===== src/rtl/adc_capture_array.sv =====
// Simultaneous-sampling capture engine for NUM_CH serial SAR ADCs sharing one SCLK.
// Optional build macro ADC_CAPTURE_TIMESTAMP_EN adds a frame-start timestamp output.
module adc_capture_array #(
  parameter int NUM_CH     = 4,
  parameter int FRAME_BITS = 16,
  parameter int LEAD_BITS  = 4,
  parameter int DATA_W     = 12,
  parameter int CLK_DIV    = 4,
  parameter int QUIET_CYC  = 8
`ifdef ADC_CAPTURE_TIMESTAMP_EN
  ,
  parameter int TS_W       = 32
`endif
) (
  input  logic                     clk,
  input  logic                     rst,
  input  logic                     enable,
  input  logic                     single_shot,
  input  logic                     trigger,
  input  logic [NUM_CH-1:0]        sdata,
  output logic [NUM_CH-1:0]        cs_n,
  output logic                     sclk,
  output logic [NUM_CH*DATA_W-1:0] samples,
  output logic                     valid,
  input  logic                     ready,
  output logic                     overrun,
  input  logic                     ovr_clr,
  output logic                     busy
`ifdef ADC_CAPTURE_TIMESTAMP_EN
  ,
  output logic [TS_W-1:0]          timestamp
`endif
);

  localparam int BW = $clog2(FRAME_BITS + 1);
  localparam int DW = $clog2(CLK_DIV + 1);
  localparam int QW = $clog2(QUIET_CYC + 1);

  typedef enum logic [1:0] {IDLE, SHIFT, DONE, QUIET} state_t;

  // Handshake: a vector transfers on any rising edge where valid && ready;
  // valid never drops without a transfer and samples are frozen while valid.
  state_t                     state_q, state_d;
  logic [DW-1:0]              div_q, div_d;
  logic                       phase_q, phase_d;
  logic [BW-1:0]              bit_q, bit_d;
  logic [QW-1:0]              quiet_q, quiet_d;
  logic [NUM_CH-1:0]          sdata_q;
  logic [DATA_W-1:0]          shreg_q [NUM_CH];
  logic [DATA_W-1:0]          shreg_d [NUM_CH];
  logic [NUM_CH*DATA_W-1:0]   samples_q, samples_d;
  logic                       valid_q, valid_d;
  logic                       overrun_q, overrun_d;
  logic                       cs_n_q, cs_n_d;
  logic                       sclk_q, sclk_d;
  logic                       in_window;
  int                         bit_idx;

  always_comb begin
    state_d   = state_q;
    div_d     = div_q;
    phase_d   = phase_q;
    bit_d     = bit_q;
    quiet_d   = quiet_q;
    shreg_d   = shreg_q;
    samples_d = samples_q;
    valid_d   = valid_q && !ready;
    overrun_d = overrun_q && !ovr_clr;
    bit_idx   = int'(bit_q);
    in_window = (bit_idx >= LEAD_BITS) && (bit_idx < LEAD_BITS + DATA_W);

    case (state_q)
      IDLE: begin
        div_d   = '0;
        phase_d = 1'b0;
        bit_d   = '0;
        if (single_shot ? trigger : enable) state_d = SHIFT;
      end
      SHIFT: begin
        if (div_q == DW'(CLK_DIV - 1)) begin
          div_d   = '0;
          phase_d = !phase_q;
          if (phase_q) begin
            // End of the low half: capture the bit, then SCLK rises.
            if (in_window) begin
              for (int k = 0; k < NUM_CH; k++)
                shreg_d[k] = (shreg_q[k] << 1) | DATA_W'(sdata_q[k]);
            end
            if (bit_q == BW'(FRAME_BITS - 1)) begin
              bit_d   = '0;
              state_d = DONE;
            end else begin
              bit_d = bit_q + 1'b1;
            end
          end
        end else begin
          div_d = div_q + 1'b1;
        end
      end
      DONE: begin
        if (!valid_q || ready) begin
          for (int k = 0; k < NUM_CH; k++)
            samples_d[k*DATA_W +: DATA_W] = shreg_q[k];
          valid_d = 1'b1;
        end else begin
          overrun_d = 1'b1;
        end
        // Counting down from QUIET_CYC gives QUIET_CYC+1 quiet cycles, so with
        // DONE the gap is QUIET_CYC+2 cycles.
        quiet_d = QW'(QUIET_CYC);
        state_d = QUIET;
      end
      QUIET: begin
        if (quiet_q == '0) state_d = (enable && !single_shot) ? SHIFT : IDLE;
        else               quiet_d = quiet_q - 1'b1;
      end
      default: state_d = IDLE;
    endcase

    cs_n_d = (state_d != SHIFT);
    sclk_d = !((state_d == SHIFT) && phase_d);
  end

  always_ff @(posedge clk or posedge rst) begin
    if (rst) begin
      state_q   <= IDLE;
      div_q     <= '0;
      phase_q   <= 1'b0;
      bit_q     <= '0;
      quiet_q   <= '0;
      sdata_q   <= '0;
      for (int k = 0; k < NUM_CH; k++) shreg_q[k] <= '0;
      samples_q <= '0;
      valid_q   <= 1'b0;
      overrun_q <= 1'b0;
      cs_n_q    <= 1'b1;
      sclk_q    <= 1'b1;
    end else begin
      state_q   <= state_d;
      div_q     <= div_d;
      phase_q   <= phase_d;
      bit_q     <= bit_d;
      quiet_q   <= quiet_d;
      sdata_q   <= sdata;
      shreg_q   <= shreg_d;
      samples_q <= samples_d;
      valid_q   <= valid_d;
      overrun_q <= overrun_d;
      cs_n_q    <= cs_n_d;
      sclk_q    <= sclk_d;
    end
  end

`ifdef ADC_CAPTURE_TIMESTAMP_EN
  logic [TS_W-1:0] ts_cnt_q, ts_cap_q, timestamp_q;

  always_ff @(posedge clk or posedge rst) begin
    if (rst) begin
      ts_cnt_q    <= '0;
      ts_cap_q    <= '0;
      timestamp_q <= '0;
    end else begin
      ts_cnt_q <= ts_cnt_q + 1'b1;
      if (state_q != SHIFT && state_d == SHIFT) ts_cap_q <= ts_cnt_q;
      if (state_q == DONE && (!valid_q || ready)) timestamp_q <= ts_cap_q;
    end
  end

  assign timestamp = timestamp_q;
`endif

  assign cs_n    = {NUM_CH{cs_n_q}};
  assign sclk    = sclk_q;
  assign samples = samples_q;
  assign valid   = valid_q;
  assign overrun = overrun_q;
  assign busy    = (state_q != IDLE);

endmodule


===== config.mk =====
export PLATFORM = sky130hd
export DESIGN_NAME = adc_capture_array
export DESIGN_NICKNAME = d
export VERILOG_FILES = /design/src/rtl/adc_capture_array.sv
export SDC_FILE = /design/constraint.sdc
export NUM_CORES = 1
export LEC_CHECK = 0
export CAP_MARGIN = 20
export CELL_PAD_IN_SITES_DETAIL_PLACEMENT = 0
export CELL_PAD_IN_SITES_GLOBAL_PLACEMENT = 1
export CORE_ASPECT_RATIO = 1.25
export CORE_MARGIN = 2
export CORE_UTILIZATION = 30
export CTS_CLUSTER_SIZE = 24
export DETAILED_ROUTE_END_ITERATION = 10
export GPL_ROUTABILITY_DRIVEN = 0
export PLACE_DENSITY = 0.64
export RECOVER_POWER = 100
export SETUP_SLACK_MARGIN = 0.05
export SLEW_MARGIN = 20
export SYNTH_ARGS = -nofsm -noshare
export SYNTH_HDL_FRONTEND = slang
export SYNTH_SLANG_ARGS = --single-unit

===== constraint.sdc =====
create_clock -name clk -period 6.3 [get_ports clk]
set_clock_uncertainty 0.2 [all_clocks]
set_input_delay 1.575 -clock clk [delete_from_list [all_inputs] [get_ports clk]]
set_output_delay 1.575 -clock clk [all_outputs]
set_load 0.01 [all_outputs]

# Yosys cells after proc, flatten, opt, wreduce, memory -nomap -nowiden
# Cells that the tools add are included.
# totals
output_inout_bits,56
register_bits,119
inputBits,11
# op_classes
n_reduce_logical,21
bitwise_logic,4
n_mux,22
addsub,3
n_lt_le_gt_ge,2
eq_ne,10
# op_table
op,n
OR 12 x 1 -> 12 bit,4
two-way mux 5 bit,3
two-way mux 2 bit,5
one-hot mux 5 bit (2 select lines),1
one-hot mux 2 bit (4 select lines),1
one-hot mux 4 bit (2 select lines),1
two-way mux 1 bit,7
logical NOT 1 bit,6
!= test 2 bit (second input constant),3
one-hot mux 3 bit (2 select lines),1
nonzero test 2 bit,3
adder 5 x 1 -> 5 bit (second input constant),1
== test 5 x 4 -> 1 bit (second input constant),1
greater-or-equal comparator 5 x 3 -> 1 bit (second input constant),1
logical AND 1 bit,5
less-than comparator 5 bit (second input constant),1
== test 2 x 1 -> 1 bit (second input constant),2
== test 2 bit (second input constant),2
logical NOT 4 bit,1
two-way mux 4 bit,1
AND reduction 2 bit,2
AND reduction 4 bit,1
subtractor 4 x 1 -> 4 bit (second input constant),1
adder 3 x 1 -> 3 bit (second input constant),1
other kinds (7),7

# Logic depth before layout (Yosys ltp)
# logic_depth
word_depth,8
mapped_depth,7

# Worst setup path before layout
# No wires, ideal clock.
# synth_path
path_kind,input port to flip-flop
start,input ready
end,register samples_q[0] (netlist: samples[0])
arrival_ns,2.601
path_slack_ns,3.375
cell_stages,5
setup_ns,0.125
cell_sequence,nand2b_1 nand3_1 buf_2 buf_2 mux2_2
# synth_between
elab_chain_cells,2
# synth_lines
element,line_no,text
from (decl),25,"input logic ready,"
logical OR 1 bit,101,if (!valid_q || ready) begin
AND reduction 2 bit (no line),--,
to (signal assigned),146,samples_q <= samples_d;
to (decl),51,"logic [NUM_CH*DATA_W-1:0] samples_q, samples_d;"
# Every way passes these cells.
# A chain may end at the register's enable or synchronous reset.

# Final worst setup path
# layout_path
start,input ready
end,register samples_q[19] (netlist: samples[19])
# Same word-level chain as after synthesis.

==> impl_metrics.ini <==
[floorplan]
die_w_microns = 117
num_io_pins = 67
dieArea_sq_mm = 0.0169
rows = 51
coreArea_sq_mm = 0.0156
start_util_pct = 30.6
die_h_microns = 145

[worst_setup_path]
cp_num_buf_inv = 2
crit_family = buffers and inverters
cp_cell_sequence = dlygate4sd3_1 > nand2b_1 > nand3_1 > clkbuf_1 > mux2_2
start_kind = primary input
endpoint_kind = register
crit_type = in -> reg
critical_path.max_stage_delay_ns = 1.37
cpMaxStageDelayCell = clkbuf_1
crit_fanout = 31
cp_data_required_time_ns = 6.38
worstPathArrival_ns = 4.77

[drt]
wire_per_inst_microns = 14.3
via_per_inst = 4.45
firstDrtPassIters = 4
drt_iter0_drc = 94
wirelength_mm = 8.80
ant_nets = 0
drc = 0
num_vias = 2737

[clock_tree]
cts_resized = 0
cts_setup_buffers = 0
cts_tree = done
numCtsBuffers = 17
clock-sinks = 119
cts-root-buf = clkbuf_16
cts_hold_buf = 0
clk_pin_slew_worst_paths_ns = 0.05
worstSkewPairLatency_ns = 0.40
htreeDepth = 4
cts_buffer_depth = 2

[finish]
fin_cells = 615
drive_gt1_share_pct = 28.5
fillers = 1523
area_delta_synth_final_pct = 29.8
fin_nets = 405
seq_area_sq_mm = 0.00298
multi_input_area_sq_mm = 0.00154
diodes = 0
final_design_area_no_fill_sq_mm = 0.00619

[yosys]
yosys.cell_count.top_type = dfrtp_1
synthTopCellsByCount = 117 x dfrtp_1, 76 x mux2_2, 20 x nand2_1
syn-num-nets = 334
synth_cell_types = 38
ys_warn_count = 0
synth_area_leaders = dfrtp_1 61%, mux2_2 18%, mux2_4 5.7%
ys_seq_area_share_pct = 62.5
syn-cell-area_sq_mm = 0.00477
netlist.area_leader.share_pct = 61.4
yosysTopAreaCell = dfrtp_1
synth_ff_type = dfrtp_1
ys_ff_latch = 119
async_reset_ff_share_pct = 100
synth_edf_count = 0
syn_inst = 319
postSynthAreaPerCell_sq_um = 15.0

[power]
powerDensity_mw_per_mm2 = 346
p_leak_uw = 0.00313
vdd_drop_max_uv = 186

[timing]
rsz0062_at_grt = false
finalCritPeriodShare_pct = 74.4
timing.fmax_mhz = 213
slew_headroom_pct = -79.8
min_period_ns = 4.69
drv_slew = 119
hold_violations = 0
tns_ns = 0
setup_violations = 0
worst_pin_slew_ns = 2.70

[global_routing]
grtUsageTotal_pct = 11.4
antenna_found_initial = 0
grt_overflow = 0
use_met3_pct = 4.55
grtUsageMet1_pct = 14.5
grt_pass1_wl_mm = 15.0
busiest_layer = met2
first_global_vias = 2966
grt_use_met2_pct = 17.6
grt_start_max_net_pins = 84

[outcome]
violations = max-capacitance violations, max-slew violations
status = finished with violations

[place]
dpl_cell_area_sq_mm = 0.00559
portBuffers = 66
dp.cells = 583
dp_hpwl_mm = 5.66

[flow_run]
maxCapViolCount = 3

[min_path]
min_path_type = reg -> reg
-- registers in the layout (all words and copies together) (netlist names), 2 cells and up --
signal	count
samples	48
bit_q	5
sdata_q	4
shreg_q	48
div_q	3
state_q	2
quiet_q	4
-- where the power goes --
group	switching, uW	leakage [uW]	internal, uW
logic	90.4	0.00118	86.5
registers	43.0	0.00162	819
clock network	349	0.000328	757
-- cell type report --
type | count | area share (%)
Timing Repair Buffer | 69 | 10.9
Sequential cell | 119 | 48.1
Multi-Input combinational cell | 172 | 24.9
Tap cell | 212 | 4.28
Clock inverter | 14 | 3.94
Clock buffer | 18 | 7.09
Inverter | 11 | 0.748
-- metrics by stage --
stage	setup slack, ns	total power (uW)	util, %	hold slack (ns)
6_report	1.61	2140	39.8	0.267
5_1_grt	1.39	2240	39.8	0.295
4_1_cts	2.57	2190	40.3	0.279
3_5_place_dp	2.53	1070	35.9	0.271
3_3_place_gp	2.55	1060	35.9	0.258
2_1_floorplan	1.37	1030	-	0.254
-- cells in the final DEF (no fill, tap or decap), types with 2 or more instances in the layout --
master / netlist / layout
o21ai_0: 13 / 13
ha_1: 4 / 4
clkbuf_16: 0 / 17
dfrtp_1: 117 / 117
mux2_2: 76 / 76
dfstp_2: 2 / 2
nand4b_1: 2 / 2
inv_6: 0 / 4
clkinv_4: 0 / 2
o311a_1: 2 / 2
nand2_1: 20 / 21
o22ai_1: 2 / 2
clkinvlp_4: 0 / 2
dlygate4sd3_1: 0 / 63
nor2_1: 6 / 6
mux2_1: 2 / 19
inv_1: 11 / 10
a21oi_1: 4 / 4
nand2b_1: 3 / 3
bufinv_16: 0 / 6
nand3_1: 3 / 3
clkbuf_1: 1 / 3
clkdlybuf4s50_1: 0 / 3
mux2i_1: 2 / 2
-- path summary, 6_finish.rpt --
kind	to	depth (start not counted)	slack, ns	startpoint
max	samples[19]	5	1.61	ready
min	shreg_q[24]	1	0.27	sdata_q[1]
max reg2reg	shreg_q[3]	5	2.22	state_q[1]
min reg2reg	shreg_q[24]	1	0.27	sdata_q[1]
max in group asynchronous	samples[16]	3	1.99	rst
min in group asynchronous	bit_q[4]	2	1.59	rst
-- cells by family (layout without fill, tap and decap cells) --
group	Yosys count	count (layout)	synth area share, %
flops	119	119	62.5
mux	98	98	24.5
compound gates	27	27	3.46
xor+xnor	1	1	0.184
simple gates	42	42	4.67
buf+inv	28	112	3.67
fa+ha+maj	4	4	1.05
-- routing by layer --
layer,vias to the layer above,share of wire [%]
met3,6,4.8
li1,1254,-
met1,1429,45
met4,0,0.83
met2,48,50
met5,-,0
No activity file was read; power rests on OpenSTA's default activity.
